--- src/rtl/led_pio_out.sv ---
// Avalon-MM LED output PIO: data register with set/clear aliases and a
// per-bit blink engine clocked by a programmable down-counting prescaler.
module led_pio_out #(
  parameter int                 WIDTH          = 8,
  parameter logic [WIDTH-1:0]   RESET_VALUE    = '0,
  parameter int                 PRESCALE_WIDTH = 24
) (
  input  logic              clk,
  input  logic              reset_n,
  input  logic [2:0]        address,
  input  logic              chipselect,
  input  logic              write_n,
  input  logic [31:0]       writedata,
  output logic [31:0]       readdata,
  output logic [WIDTH-1:0]  out_port
);

  localparam logic [2:0] ADDR_DATA     = 3'd0;
  localparam logic [2:0] ADDR_BLINK_EN = 3'd1;
  localparam logic [2:0] ADDR_PERIOD   = 3'd2;
  localparam logic [2:0] ADDR_STATUS   = 3'd3;
  localparam logic [2:0] ADDR_OUTSET   = 3'd4;
  localparam logic [2:0] ADDR_OUTCLEAR = 3'd5;

  logic [WIDTH-1:0]          r_data;
  logic [WIDTH-1:0]          r_blink_en;
  logic [PRESCALE_WIDTH-1:0] r_period;
  logic [PRESCALE_WIDTH-1:0] r_cnt;
  logic                      r_phase;
  logic [31:0]               r_readdata;

  logic                      w_wr;
  logic [31:0]               w_rd;

  assign w_wr = chipselect & ~write_n;

  // Host-visible registers; outset/outclear are write-only aliases of data.
  always_ff @(posedge clk or negedge reset_n) begin
    if (!reset_n) begin
      r_data     <= RESET_VALUE;
      r_blink_en <= '0;
      r_period   <= '0;
    end else if (w_wr) begin
      case (address)
        ADDR_DATA:     r_data     <= writedata[WIDTH-1:0];
        ADDR_BLINK_EN: r_blink_en <= writedata[WIDTH-1:0];
        ADDR_PERIOD:   r_period   <= writedata[PRESCALE_WIDTH-1:0];
        ADDR_OUTSET:   r_data     <= r_data | writedata[WIDTH-1:0];
        ADDR_OUTCLEAR: r_data     <= r_data & ~writedata[WIDTH-1:0];
        default:       ;
      endcase
    end
  end

  // A period write restarts the count from the new value with phase cleared,
  // taking priority over the normal reload/decrement step.
  always_ff @(posedge clk or negedge reset_n) begin
    if (!reset_n) begin
      r_cnt   <= '0;
      r_phase <= 1'b0;
    end else if (w_wr && address == ADDR_PERIOD) begin
      r_cnt   <= writedata[PRESCALE_WIDTH-1:0];
      r_phase <= 1'b0;
    end else if (r_period == '0) begin
      r_cnt   <= '0;
      r_phase <= 1'b0;
    end else if (r_cnt == '0) begin
      r_cnt   <= r_period;
      r_phase <= ~r_phase;
    end else begin
      r_cnt   <= r_cnt - 1'b1;
    end
  end

  always_comb begin
    w_rd = '0;
    case (address)
      ADDR_DATA:     w_rd[WIDTH-1:0]          = r_data;
      ADDR_BLINK_EN: w_rd[WIDTH-1:0]          = r_blink_en;
      ADDR_PERIOD:   w_rd[PRESCALE_WIDTH-1:0] = r_period;
      ADDR_STATUS:   w_rd[0]                  = r_phase;
      default:       w_rd                     = '0;
    endcase
  end

  // Read path is address-driven every cycle, regardless of chipselect.
  always_ff @(posedge clk or negedge reset_n) begin
    if (!reset_n) r_readdata <= '0;
    else          r_readdata <= w_rd;
  end

  assign readdata = r_readdata;
  assign out_port = r_data & ~(r_blink_en & {WIDTH{r_phase}});

endmodule

--- config.mk ---
export PLATFORM = sky130hd
export DESIGN_NAME = led_pio_out
export DESIGN_NICKNAME = d
export VERILOG_FILES = /design/src/rtl/led_pio_out.sv
export SDC_FILE = /design/constraint.sdc
export NUM_CORES = 1
export LEC_CHECK = 0
export CAP_MARGIN = 20
export CORE_UTILIZATION = 50
export CTS_CLUSTER_SIZE = 12
export DETAILED_ROUTE_END_ITERATION = 12
export HOLD_SLACK_MARGIN = 0.08
export PLACE_DENSITY_LB_ADDON = 0.15
export SYNTH_ARGS = -nofsm -noshare
export SYNTH_HDL_FRONTEND = slang
export SYNTH_SLANG_ARGS = --single-unit
--- constraint.sdc ---
create_clock -name clk -period 2.5 [get_ports clk]
set_input_delay 0.5 -clock clk [delete_from_list [all_inputs] [get_ports clk]]
set_output_delay 0.5 -clock clk [all_outputs]
set_load 0.05 [all_outputs]
==> results of run 1 <==
worst max-delay path by stage:
stage                               end                start  slack [ns]
floorplan                   out_port[1]  r_phase$_DFFE_PN0P_        0.33
global placement    r_cnt[14]$_DFF_PN0_           address[1]        0.28
detailed placement  r_cnt[14]$_DFF_PN0_           address[1]        0.20
CTS                         out_port[6]  r_phase$_DFFE_PN0P_       0.002
global route         r_cnt[0]$_DFF_PN0_   r_cnt[0]$_DFF_PN0_        0.04
finish               r_cnt[0]$_DFF_PN0_   r_cnt[0]$_DFF_PN0_        0.18
flip-flops by register name, indices dropped and copies added, names as in the netlist:
register,count
r_period,24
r_phase,1
r_data,8
r_blink_en,8
readdata,24
r_cnt,24
metrics by stage:
| step | utilization, % | instances | power, W | instance area, um^2 | hold WS [ns] |
|---|---|---|---|---|---|
| 6_report | 64.8 | 621 | 0.00479 | 5350 | 0.538 |
| 5_1_grt | 64.8 | 621 | 0.00506 | 5350 | 0.559 |
| 4_1_cts | 64.7 | 621 | 0.00481 | 5340 | 0.540 |
| 3_5_place_dp | 61.9 | 604 | 0.00370 | 5110 | 0.460 |
| 3_3_place_gp | 61.9 | 604 | 0.00364 | 5110 | 0.455 |
| 2_1_floorplan | - | 441 | 0.00321 | 4320 | 0.204 |
Yosys cell counts (2+ instances only):
cell type,count
sky130_fd_sc_hd__nand2_1,92
sky130_fd_sc_hd__dfrtp_1,89
sky130_fd_sc_hd__nor2_1,30
sky130_fd_sc_hd__o21ai_1,25
sky130_fd_sc_hd__o21ai_0,20
sky130_fd_sc_hd__and2_1,17
sky130_fd_sc_hd__a21boi_0,15
sky130_fd_sc_hd__mux2i_1,14
sky130_fd_sc_hd__clkbuf_1,13
sky130_fd_sc_hd__nor4_1,11
sky130_fd_sc_hd__xnor2_1,9
sky130_fd_sc_hd__a21oi_1,8
sky130_fd_sc_hd__buf_4,8
sky130_fd_sc_hd__mux2_2,8
sky130_fd_sc_hd__o31a_1,7
sky130_fd_sc_hd__nor3_1,6
sky130_fd_sc_hd__inv_1,5
sky130_fd_sc_hd__buf_2,4
sky130_fd_sc_hd__nor3b_1,4
sky130_fd_sc_hd__xor2_1,4
sky130_fd_sc_hd__nand3_1,3
sky130_fd_sc_hd__nand3b_1,3
sky130_fd_sc_hd__nor4_2,3
sky130_fd_sc_hd__buf_6,2
sky130_fd_sc_hd__ha_1,2
sky130_fd_sc_hd__nand4_1,2
sky130_fd_sc_hd__nand4b_1,2
sky130_fd_sc_hd__nor2b_1,2
sky130_fd_sc_hd__nor4_4,2
sky130_fd_sc_hd__o21a_1,2
sky130_fd_sc_hd__or3_1,2
cell families (layout without fill, tap and decap cells):
logic type	after synthesis	after routing
other cells	1	8
simple gates	186	186
compound gates	87	87
flops	89	89
buf+inv	33	108
xor+xnor	13	13
fa+ha+maj	2	2
mux	23	23
power groups by stage:
stage / combinational [W] / clock (W) / sequential, W
CTS: 0.00148 / 0.00114 / 0.00219
detailed placement: 0.00148 / 0 / 0.00222
finish: 0.00147 / 0.00112 / 0.00220
global route: 0.00161 / 0.00120 / 0.00226
global placement: 0.00144 / 0 / 0.00220
floorplan: 0.00105 / 0 / 0.00216
critical path: cells and delay by family (launching register included):
kind,cells,cell delay [ns]
flops,1,0.42
fa+ha+maj,1,0.15
buf+inv,2,0.35
simple gates,3,1.00
compound gates,1,0.19
mux,1,0.12
metal layers:
| layer | track usage [%] | part of all wire, % | vias to the layer above |
|---|---|---|---|
| met5 | 0 | 0 | - |
| met4 | 9.72 | 2.2 | 0 |
| met3 | 5.31 | 4.0 | 18 |
| met2 | 36.3 | 46 | 72 |
| met1 | 35.1 | 48 | 1685 |
| li1 | - | - | 1632 |
layout by cell type, fill, tap and decap left out, types with 3 or more instances in the layout:
| cell | count |
|---|---|
| sky130_fd_sc_hd__dlygate4sd2_1 | 4 |
| sky130_fd_sc_hd__clkdlybuf4s50_1 | 53 |
| sky130_fd_sc_hd__nor4_2 | 3 |
| sky130_fd_sc_hd__xnor2_1 | 9 |
| sky130_fd_sc_hd__buf_4 | 23 |
| sky130_fd_sc_hd__nor4_1 | 11 |
| sky130_fd_sc_hd__nand2_1 | 92 |
| sky130_fd_sc_hd__dlymetal6s2s_1 | 4 |
| sky130_fd_sc_hd__o21ai_0 | 20 |
| sky130_fd_sc_hd__mux2_2 | 8 |
| sky130_fd_sc_hd__nand3_1 | 3 |
| sky130_fd_sc_hd__inv_1 | 5 |
| sky130_fd_sc_hd__a21oi_1 | 8 |
| sky130_fd_sc_hd__dfrtp_1 | 89 |
| sky130_fd_sc_hd__clkbuf_8 | 10 |
| sky130_fd_sc_hd__conb_1 | 8 |
| sky130_fd_sc_hd__nor2_1 | 30 |
| sky130_fd_sc_hd__nor3b_1 | 4 |
| sky130_fd_sc_hd__mux2i_1 | 14 |
| sky130_fd_sc_hd__o21ai_1 | 25 |
| sky130_fd_sc_hd__and2_1 | 17 |
| sky130_fd_sc_hd__a21boi_0 | 15 |
| sky130_fd_sc_hd__nand3b_1 | 3 |
| sky130_fd_sc_hd__xor2_1 | 4 |
| sky130_fd_sc_hd__nor3_1 | 6 |
| sky130_fd_sc_hd__o31a_1 | 7 |
what timing repair did:
action / 4_1_cts / 5_1_grt
setup buffers: 0 / 0
hold buffers: 1 / 0
setup endpoints to repair: 4 / 4
resized for setup: 4 / 4
endpoints found under the hold margin: 28 / 0
area by class of cell:
class                           count  area, um^2  share of cell area, %
Clock buffer                       10         138                   2.57
Multi-Input combinational cell    319        1910                   35.7
Tap cell                          105         131                   2.45
Timing Repair Buffer               87         838                   15.7
Inverter                            5        18.8                  0.351
Sequential cell                    89        2230                   41.6
Clock inverter                      6        90.1                   1.68
==> summary by stage, run 1 <==
Power and ir drop
The relative contribution of sequential cells to total power is 46.0%. The highest ir drop seen on vdd is ~0.36 mV. The clock share of power is 23.3%. The switching part of the total is 36.2%. For this design the static power due to leakage is 2.55 nW.

The net switching power figure is 0.00173 W. For this design the ratio of total power to cell area is 894 mW/mm^2. The cell-internal power is 0.00305 W. Of the total power, combinational logic draws between 30% and 40%.

Yosys
Of the post-synthesis cell area, the part taken by muxes is under 10%. In this run, synthesis inferred 0 flip-flops with an integrated enable. Dividing the synthesized area by the synthesized cell count gives 9.89 um^2. Sorting the synthesized cells by area gives the leading types as sky130_fd_sc_hd__dfrtp_1, sky130_fd_sc_hd__nand2_1, sky130_fd_sc_hd__mux2i_1. The number of distinct standard cells referenced by the synthesized netlist is 51.

The synthesized netlist devotes about 2.7% of its cell area to XOR and XNOR gates. The cell type contributing the most total cell area after synthesis is sky130_fd_sc_hd__dfrtp_1. The synthesized cell area is ~0.0043 mm^2. The area share of and/or/nand/nor cells after synthesis is roughly 22%.

The predominant post-synthesis flop cell is sky130_fd_sc_hd__dfrtp_1. The synthesized design devotes to its leading area cell type 51.9% of total area. The number of warnings issued by yosys is 0. The complex-gate fraction of the synthesized area is between 10% and 20%. Synthesis produced 434 cells. The flip-flop and latch count after synthesis is 89. After Yosys synthesis, full adders, half adders and majority gates account for less than 1% of the synthesized area. The post-synthesis sequential area ratio is 51.9%. For this run, asynchronously set or reset flops after synthesis account for 100%. By area, the combinational part of the netlist is dominated by simple AND/OR/NAND/NOR gates.

Setup path
For this run, the slowest stage of the critical path takes 0.49 ns. The worst setup path is launched from a register. The path depth of the worst reg2reg path is 8. The origin of the critical flop-to-flop path is r_cnt[0]$_DFF_PN0_. In this run the worst path has a maximum fanout of 7. The signal on the critical path passes through inv_1 > ha_1 > nor3b_1 > nand4_4 > or3_1 > buf_4 > mux2i_1 > o21ai_0. The data arrival time of the critical path is 2.60 ns.

Data on the critical path is required at its endpoint by around 2.8 ns. On the critical path, the stage with the largest delay is an instance of sky130_fd_sc_hd__or3_1. The element type at the critical path end is a register. The critical path is of the reg -> reg type. The register-to-register path setup slack is 0.18 ns. In this run the critical register-to-register path is captured at r_cnt[0]$_DFF_PN0_.

Run status
The run finished with clean final reports.

Timing
The number of hold-slack violations in the final timing report is 0. Between clock sinks in the finished design, the worst skew comes to 0.0129 ns. The setup violation total in the final timing report is 0.

The worst-case setup margin in the final layout is 0.181 ns. Setup repair after global routing left no endpoint under its margin. The number of pins with negative max-slew slack in the final report came to 0. The pin slew with the least headroom to its limit is 0.722 ns. In this run the tightest slew margin relative to its limit is 51.4%. For the final routed database, the setup TNS stands at 0 ns. The clock period could shrink to roughly 2.3 ns. After layout, the worst path uses 92.7% of the clock period. For this run, the top clock speed supported by timing is 431 MHz.

Clock network
The root cell of the clock tree is sky130_fd_sc_hd__clkbuf_8. The total clock buffers created by CTS is 9. CTS saw 89 sinks. The number of H-tree levels is 3. The longest clock path from root to sink contains 2 buffers.

The TritonCTS clock tree is done. The clock slew seen by the registers of the worst setup and hold paths is around 0.090 ns. At the later pin of the worst-skew pair, clock insertion delay measures ~0.37 ns.

Min path
In this run the most critical hold path is launched from r_blink_en[6]$_DFFE_PN0P_. For hold timing, the worst endpoint is r_blink_en[6]$_DFFE_PN0P_. The class of the most critical hold timing path is reg -> reg. Along the worst hold path, the cell count comes to 1.

Floorplan
The die covers 0.00896 mm^2. The floorplan step set the die width to ~95 um. The core region is 0.00826 mm^2. The I/O pin count is 79. The floorplan has 33 rows.

The initial cell density of the core is 52.0%. In this run the vertical extent of the chip is roughly 95 um.

Place
During placement, the flow inserted port buffers numbering 62. Prior to clock tree synthesis, the placed netlist has a worst setup slack of 0.199 ns. The post-DP HPWL is 6990 um. Routability-driven placement finished with a final weighted congestion of 0.852.

Cells and area
Cells with a size suffix above 1 make up 11.8% of the layout. The area growth from synthesis to layout is 24.6%. The diode insertion count for antenna repair is 0. After the last flow step, the layout net total stands at approximately 550.

The fill cell instance count of the final layout is 726.

Drt
The residual antenna-violating net count after detailed routing is 0. The via total after detailed routing is around 3400. The number of design-rule violations left by the first detailed-router iteration is 163. Dividing the detail-routed via count by the number of cells gives about 5.5.

The total length of routed wires is 10000 um. The first TritonRoute pass finished after 4 iterations. The total DRC errors in the routed layout is 0.

The detail-routed net length per standard cell is 16.1 um.

GRT
The initial antenna violation count is 0. The via count of the first global-routing pass is 3295. Global routing finished with a remaining overflow of 0. For this run, the total global-route usage over all layers was measured as 24.5%. The first global-routing pass estimated 16300 um of wire. Entering global routing, the biggest net connects 40 pins.

Flow run
The reported max-cap violation count is 0.
No activity file was read; power rests on OpenSTA's default activity.
==> run 2: changes to the inputs <==
--- a/config.mk
+++ b/config.mk
@@ -6,11 +6,12 @@
 export NUM_CORES = 1
 export LEC_CHECK = 0
 export CAP_MARGIN = 20
-export CORE_UTILIZATION = 50
+export CORE_UTILIZATION = 52
 export CTS_CLUSTER_SIZE = 12
 export DETAILED_ROUTE_END_ITERATION = 12
 export HOLD_SLACK_MARGIN = 0.08
 export PLACE_DENSITY_LB_ADDON = 0.15
+export SETUP_SLACK_MARGIN = 0.3
 export SYNTH_ARGS = -nofsm -noshare
 export SYNTH_HDL_FRONTEND = slang
 export SYNTH_SLANG_ARGS = --single-unit
==> run 2 against run 1 <==
Against the previous run: non-clock buffer count up 3; combinational power up 3%; total power up 0.11%; sequential share of layout area unchanged; worst setup slack better by 0.18 ns; fmax up 8.7%; critical endpoint is now out_port[5]; largest power group unchanged; highest routed layer unchanged.
==> summary by stage, run 2 (same netlist as run 1, synthesis figures left out) <==
Power and ir drop
The highest ir drop seen on vdd came to 0.409 mV (+14%). The cell-internal power came to 0.00304 W (-0.53%). The clock share of power is 22.5% (-0.8 points). The net switching power figure is 0.00175 W (+1.2%). The relative contribution of sequential cells to total power was 46.0% (about the same).

The total power per unit cell area was 895 mW/mm^2 (+0.11%). The static leakage power is 2.51 nW (-1.4%). The switching part of the total was 36.6% (+0.41 points). The combinational power share is 31.5% (+0.9 points).

Clock network
The quantity of hold-fixing buffers added after cts was 0 (-1). The maximum count of clock buffers along a single path is 2 (unchanged). The clock insertion delay at the later pin of the skew report is 0.36 ns (about the same). TritonCTS built the clock tree. The clock slew seen by the registers of the worst setup and hold paths is 0.09 ns (about the same). The root buffer cell chosen for the clock tree is sky130_fd_sc_hd__clkbuf_8. The total clock buffers created by CTS is 9 (unchanged).

The number of H-tree levels is 3 (unchanged). The number of clock sinks seen by CTS is 89 (unchanged).

Timing
The worst-case headroom to the max-slew limit came to 41.4% (-10 points). The highest attainable clock frequency came to 469 MHz (+8.7%). The minimum period implied by the final worst setup slack is 2.13 ns (-0.185 ns). The number of hold-slack violations in the final timing report came to 0 (unchanged).

The sum of negative setup slack was 0 ns (unchanged). Setup repair after global routing could not meet its margin everywhere. The final cycle utilization of the critical path is 85.4% (-7.4 points). The setup violation total in the final timing report is 0 (unchanged). The number of pins with negative max-slew slack in the final report was 0 (unchanged).

The pin slew with the least headroom to its limit is 0.870 ns (+0.148 ns). The setup skew after layout came to 0.00680 ns (-0.00613 ns).

Cells and area
The number of nets at the end of the flow is 555 (+0.54%). Leaving out fill and tap cells, the most frequent cells in the layout are sky130_fd_sc_hd__nand2_1, sky130_fd_sc_hd__dfrtp_1, sky130_fd_sc_hd__clkdlybuf4s50_1. The share of the core filled with cells is 68.2% (+3.4 points).

Leaving out fill and tap cells, the most frequent cell in the layout is sky130_fd_sc_hd__nand2_1. The area growth from synthesis to layout is 24.6% (unchanged). The diode insertion count for antenna repair came to 0 (unchanged).

The count of non-filler cells in the finished layout is 621 (unchanged). The share of post-route cells with drive strength above 1 was 13.9% (+2.1 points).

Drt
The residual antenna-violating net count after detailed routing is 0 (unchanged). The vias per cell is 5.57 (+1.6%). The number of design-rule violations left by the first detailed-router iteration is 230 (+41%). The via total after detailed routing is 3462 (+1.6%). The total length of routed wires came to 10000 um (about the same). The total DRC errors in the routed layout is 0 (unchanged).

The detail-routed net length per standard cell came to 16.1 um (about the same). The number of iterations in the first detailed-routing pass is 4 (unchanged).

Floorplan
The I/O pin count is 79 (unchanged). The die span in x is 92.9 um (-1.9%). The die boundary height is 92.9 um (-1.9%).

The initial cell density of the core is 54.7% (+2.7 points). The die outline area was 0.00863 mm^2 (-3.8%). The core box area was 0.00785 mm^2 (-5.0%).

The number of standard-cell rows in the floorplan is 32 (-3.0%).

Setup path
The delay of the slowest critical-path stage is 0.53 ns (+0.04 ns). The number of buffers and inverters on the critical path is 1 (-1). The worst setup path is launched from a register.

The critical-path maximum fanout is 10 (+3). The register-to-register path setup slack is 0.38 ns (+0.20 ns). The critical path start-end classification is reg -> out.

The path depth of the worst reg2reg path is 6 (-2). The worst setup path is captured at an output port. The data required time at the worst endpoint is 2.00 ns (-0.78 ns). The data arrival time of the critical path is 1.63 ns (-0.97 ns). The slowest stage of the critical path is the sky130_fd_sc_hd__dfrtp_1 cell. The signal on the critical path passes through a21boi_0 > clkdlybuf4s15_1. The origin of the critical flop-to-flop path is r_cnt[7]$_DFF_PN0_. The worst flop-to-flop path endpoint is r_cnt[21]$_DFF_PN0_. The kind of cell adding the most delay to the critical path is flip-flops.

Place
The number of placed cells counting well taps is 601 (-0.50%). The post-DP HPWL was 6890 um (-1.4%). The weighted congestion at the end of routability-driven global placement is 0.859 (+0.86%). The number of buffers added on ports is 62 (unchanged).

Flow run
The reported max-cap violation count is 0 (unchanged).

GRT
The initial antenna violation count is 0 (unchanged). The pin count of the biggest net entering global routing is 90 (+130%). The aggregate global-route resource usage was 25.3% (+0.81 points). The total congestion overflow was 0 (unchanged).

The wire length of the first global-routing pass is 16900 um (+3.2%). The via count of the first global-routing pass is 3417 (+3.7%).

Min path
The class of the most critical hold timing path is in -> async.

Run status
The flow ran to the end, and the final reports show no timing, DRC or antenna violations.
run 2: power by group through the flow:
| stage | logic, W | registers [W] | clock network [W] |
|---|---|---|---|
| final | 0.00151 | 0.00220 | 0.00108 |
| after global routing | 0.00168 | 0.00225 | 0.00115 |
| after CTS | 0.00150 | 0.00218 | 0.00110 |
| after detailed placement | 0.00151 | 0.00220 | 0 |
| after global placement | 0.00148 | 0.00218 | 0 |
| after floorplan | 0.00105 | 0.00216 | 0 |
run 2: worst max-delay path by stage:
stage / startpoint / end / slack (ns) / depth (start not counted)
6_report: r_phase$_DFFE_PN0P_ / out_port[5] / 0.37 / 2
5_1_grt: r_cnt[6]$_DFF_PN0_ / r_cnt[21]$_DFF_PN0_ / 0.28 / 6
4_1_cts: r_phase$_DFFE_PN0P_ / out_port[0] / 0.27 / 2
3_5_place_dp: r_cnt[0]$_DFF_PN0_ / r_cnt[20]$_DFF_PN0_ / 0.13 / 8
3_3_place_gp: address[1] / r_cnt[21]$_DFF_PN0_ / 0.13 / 7
2_1_floorplan: r_phase$_DFFE_PN0P_ / out_port[1] / 0.33 / 2
run 2: routing by layer:
layer / part of all wire [%] / GRT usage [%]
met1: 48 / 37.1
met4: 1.4 / 8.85
met5: 0 / 0
met2: 46 / 38.5
met3: 4.9 / 3.53
run 2: per-stage QoR:
step / instance area (um^2) / hold WS (ns) / setup slack [ns] / power (W)
4_1_cts: 5330 / 0.196 / 0.275 / 0.00478
3_3_place_gp: 5120 / 0.496 / 0.131 / 0.00366
2_1_floorplan: 4320 / 0.204 / 0.329 / 0.00321
6_report: 5350 / 0.175 / 0.366 / 0.00479
3_5_place_dp: 5120 / 0.516 / 0.128 / 0.00371
5_1_grt: 5350 / 0.205 / 0.276 / 0.00508
run 2: repair_timing:
action | 4_1_cts | 5_1_grt
pin swaps | 0 | 2
endpoints found under the setup margin | 26 | 17
setup buffers | 0 | 4
resized for setup | 10 | 24
run 2: area by class of cell:
type | count | area (um^2)
well taps | 102 | 128
repair buffers | 90 | 831
inverters | 5 | 18.8
flip-flops and latches | 89 | 2230
multi-input cells | 319 | 1940
clock inverters | 5 | 80.1
fillers | 652 | 2500
clock buffers | 11 | 131
==> run 3: changes to the inputs <==
--- a/config.mk
+++ b/config.mk
@@ -7,7 +7,7 @@
 export LEC_CHECK = 0
 export CAP_MARGIN = 20
 export CORE_UTILIZATION = 52
-export CTS_CLUSTER_SIZE = 12
+export CTS_CLUSTER_DIAMETER = 200
 export DETAILED_ROUTE_END_ITERATION = 12
 export HOLD_SLACK_MARGIN = 0.08
 export PLACE_DENSITY_LB_ADDON = 0.15
==> results of run 3 <==
The final DEF is identical to that of run 2; final timing and power are the same.
==> RTL change 1 (config.mk and constraints of run 1) <==
The parameter `WIDTH` goes from 8 to 7.
--- a/src/rtl/led_pio_out.sv
+++ b/src/rtl/led_pio_out.sv
@@ -1,7 +1,7 @@
 // Avalon-MM LED output PIO: data register with set/clear aliases and a
 // per-bit blink engine clocked by a programmable down-counting prescaler.
 module led_pio_out #(
-  parameter int                 WIDTH          = 8,
+  parameter int                 WIDTH          = 7,
   parameter logic [WIDTH-1:0]   RESET_VALUE    = '0,
   parameter int                 PRESCALE_WIDTH = 24
 ) (
Interface: changed (resized out_port); port bits go from 79 to 78. The function was not compared with the original's and may differ.
==> RTL change 1 against run 1 <==
- non-clock buffer count decreased by 8
- area after synthesis down 3.7%
- worst setup slack got worse by 95 ps
- final area shrank 4.0%
- sequential cell count is 2 lower
- routed wire length decreased by 5.2%
- total power is 8.5% lower
- global-route usage shrank 0.57 points
==> RTL change 1: results (changes against run 1) <==
==============================================================================
Number of global-route vias before repair .......................         3248   -1.4%
Average cell area after synthesis ...............................     9.73 um2   -1.7%
Destination of the critical timing path .........................  out_port[5]
Total routing resource utilization after global routing .........        0.240   -0.00569
DRT iter0 DRCs ..................................................          143   -12%
GP Congestion ...................................................        0.848   -0.45%
Layout cell share with drive strength beyond 1 ..................        0.104   -0.0144
Measured slew at the worst slew-check pin .......................       675 ps   -46.2 ps
Synth top area cells ............................................ dfrtp_1 (53%), nand2_1 (7.9%), o21ai_0 (5.1%), xnor2_1 (2.8%), and2_1 (2.7%)
Slowest CP cell ................................................. clkdlybuf4s50_1
Most frequent cells after synthesis ............................. dfrtp_1 (87), nand2_1 (87), o21ai_0 (42)
Status .......................................................... complete, no violations
Post-synth cell types ...........................................           49   -3.9%
Clock tree skew after final layout ..............................      13.5 ps   +0.609 ps
Port Buffers ....................................................           61   -1.6%
Grt met1 use ....................................................        0.334   -0.0171
Total number of vias ............................................         3324   -2.4%
Met2 wire length ................................................      4570 um   -0.15%
Number of cells on the worst reg-to-reg path ....................            7   -1
Insertion delay of the later-clocked pin in the worst-skew pair .       350 ps   -20 ps
Placed cell areas ...............................................     4910 um2   -3.8%
Total power draw ................................................      4380 uW   -8.5%
Detailed-route wire length on metal 1 ...........................      4390 um   -8.6%
Reg-to-reg endpoint .............................................    r_cnt[21]
Arrival time at the worst endpoint ..............................      1910 ps   -690 ps
Cell count after placement ......................................          587   -2.8%
Setup Slack @ Placement .........................................      44.7 ps   -154 ps
Static power due to leakage .....................................   0.00234 uW   -8.2%
Launching element of the worst setup path .......................      r_phase
Vias per inst ...................................................         5.51   +0.48%
Fraction of the yosys area taken by sequential cells ............        0.527   +0.00799
Worst hold-check path type ......................................  in -> async
Slowest Stage Delay on Critical Path ............................       830 ps   +340 ps
Internal Dissipation ............................................      2870 uW   -6.0%
Largest net degree at the start of global routing ...............           47   +18%
Largest delay contributor family on the critical path ........... buffers and inverters
Top achievable clock speed ......................................      414 MHz   -3.9%
Largest fanout on the critical path .............................            9   +2
==============================================================================
-- RTL change 1: cell count changes after synthesis, moves of 4 or more --
cell      before  now
nor3_1         6   11
nor2_1        30   23
o21ai_0       20   42
mux2i_1       14   10
xnor2_1        9   13
nand3_1        3    8
o21ai_1       25    4
o31a_1         7    2
nand2_1       92   87
o211ai_1       1    5
-- RTL change 1: logic make-up (layout without fill, tap and decap cells) --
group,count (synthesis),in the layout,synth area share
DFF,87,87,0.527
xor gates and xnor gates,15,15,0.0318
muxes,18,18,0.0487
and+or+nand+nor,188,188,0.227
AOI/OAI and AO/OA,83,83,0.120
buffers and inverters,31,100,0.0387
other,1,8,0.000907
adders and majority gates,2,2,0.00605
-- RTL change 1: cell type report --
class	instances	area, um2	area share
Tap cell	102	128	0.0248
Clock buffer	11	141	0.0275
Multi-Input combinational cell	314	1820	0.355
Sequential cell	87	2180	0.424
Inverter	5	18.8	0.00365
Clock inverter	5	81.3	0.0158
Timing Repair Buffer	79	769	0.150
-- RTL change 1: power by group through the flow --
stage	registers, uW	clock network [uW]	logic, uW
global placement	2060	0	1200
floorplan	2050	0	821
finish	2070	1090	1220
global route	2110	1170	1360
CTS	2050	1100	1240
detailed placement	2080	0	1230
-- RTL change 1: worst min-delay path by stage --
stage | start | endpoint | slack [ps] | cells past startpoint
2_1_floorplan | reset_n | r_blink_en[0] | 200 | 0
4_1_cts | reset_n | readdata[8] | 140 | 1
5_1_grt | reset_n | r_period[9] | 160 | 1
3_3_place_gp | r_data[1] | r_data[1] | 500 | 2
6_report | reset_n | readdata[8] | 120 | 1
3_5_place_dp | r_data[1] | r_data[1] | 510 | 2
-- RTL change 1: repair_timing --
item	CTS	global route
cloned	0	0
endpoints found under the setup margin	1	1
gates resized for setup	1	1
==> RTL change 2 (settings of run 1) <==
Made on the original files. Put one more register stage on the output `readdata`, without a reset. The value now appears one clock later. The other outputs are not delayed to match.
--- a/src/rtl/led_pio_out.sv
+++ b/src/rtl/led_pio_out.sv
@@ -89,7 +89,9 @@
     else          r_readdata <= w_rd;
   end
 
-  assign readdata = r_readdata;
+  always_ff @(posedge clk) begin
+    readdata <= r_readdata;
+  end
   assign out_port = r_data & ~(r_blink_en & {WIDTH{r_phase}});
 
 endmodule
Behaviour: not the same (a bounded check fails within 4 cycles, from zero or initial values and one cycle with reset_n low).
==> RTL change 2 against run 1 <==
- area after synthesis grew 11%
- worst setup slack lost 110 ps
- global-route usage down 0.62 points
- final area increased by 16%
- via count up 6.3%
- total power is 32% higher
- sequential cell count up 24
- routed wire length is 6.7% higher
==> RTL change 2: results (changes against run 1) <==
=================================================================================
GP Congestion ......................................................        0.834   -2.2%
Clock tree skew after final layout .................................      14.8 ps   +1.88 ps
Fraction of synthesis flops using an asynchronous set or reset pin .        0.788   -0.212
Number of buffers inserted during clock tree synthesis .............           17   +8
Static power due to leakage ........................................   0.00286 uW   +12%
Number of nets in the layout .......................................          583   +5.6%
Number of iterations in the first detailed-routing pass ............            5   +1
Placed cell areas ..................................................     5620 um2   +10%
DPL Wire Length ....................................................      7250 um   +3.7%
Slowest CP cell .................................................... clkdlybuf4s15_1
Status ............................................................. complete, no violations
First-pass GRT wire length .........................................     18200 um   +11%
Cell count after placement .........................................          651   +7.8%
Largest net degree at the start of global routing ..................           45   +13%
Number of global-route vias before repair ..........................         3666   +11%
Largest fanout on the critical path ................................           10   +3
Slowest Stage Delay on Critical Path ...............................       550 ps   +60 ps
Post-synth cell types ..............................................           52   +2.0%
Largest delay contributor family on the critical path .............. buffers and inverters
Most frequent cells after synthesis ................................ nand2_1 (92), dfrtp_1 (89), nor2_1 (30)
Vias per inst ......................................................         5.29   -3.5%
Synth top area cells ............................................... dfrtp_1 (47%), dfxtp_1 (10%), nand2_1 (7.2%), mux2i_1 (2.9%), o21ai_1 (2.6%)
Layout cell share with drive strength beyond 1 .....................        0.133   +0.0151
DRT iter0 DRCs .....................................................          191   +17%
Arrival time at the worst endpoint .................................      1930 ps   -670 ps
Peak VDD IR ........................................................   0.000511 V   +42%
=================================================================================
## RTL change 2: cell types whose count changed after synthesis
| cell | change |
|---|---|
| dfxtp_1 | +24 |
## RTL change 2: final cells by class
cell class / count / area [um2]
fill: 734 / 3060
clock inverter: 9 / 83.8
clock buffer: 23 / 467
sequential: 113 / 2710
inverter: 5 / 18.8
timing repair buffer: 86 / 830
tap: 129 / 161
multi-input combinational: 319 / 1910
## RTL change 2: power groups by stage
stage	logic, uW	registers, uW	clock network (uW)
after floorplan	1050	2580	0
after global routing	1670	2660	2330
final	1510	2610	2210
after global placement	1480	2610	0
after CTS	1510	2600	2240
after detailed placement	1530	2620	0
## RTL change 2: kinds of logic (layout without fill, tap and decap cells)
kind of cell / count (synthesis) / after routing / share of synthesized area
simple gates: 186 / 186 / 0.197
flops: 113 / 113 / 0.567
compound gates: 87 / 87 / 0.114
buf+inv: 33 / 123 / 0.0388
mux: 23 / 23 / 0.0529
xor+xnor: 13 / 13 / 0.0238
fa+ha+maj: 2 / 2 / 0.00524
other cells: 1 / 8 / 0.000785
## RTL change 2: worst paths after layout
check / startpoint / to / slack [ps] / cells past startpoint
setup / recovery: r_phase / out_port[0] / 70 / 2
hold / removal: r_readdata[15] / readdata[15] / 340 / 0
hold reg to reg: r_readdata[15] / readdata[15] / 340 / 0
min in group asynchronous: reset_n / r_readdata[5] / 430 / 2
max in group asynchronous: reset_n / r_cnt[0] / 1440 / 3
setup reg to reg: r_cnt[0] / r_cnt[15] / 250 / 8
## RTL change 2: routing by layer
layer  vias up  global-route usage  part of all wire
met4         0              0.0962             0.015
li1       1734                   -                 -
met5         -                   0                 0
met1      1780               0.325              0.46
met2        94               0.373              0.48
met3        12              0.0520             0.045
## RTL change 2: timing repair
| action | CTS | global route |
|---|---|---|
| hold endpoints to repair | 22 | 0 |
| hold buffers | 1 | 0 |
| resized for setup | 8 | 2 |
| endpoints found under the setup margin | 8 | 3 |
## RTL change 2: metrics by stage
stage | worst slack, ps | total power [uW]
after floorplan | 329 | 3630
after global placement | 174 | 4080
after detailed placement | 159 | 4150
after CTS | 29.6 | 6350
after global routing | 9.40 | 6670
final | 73.0 | 6330
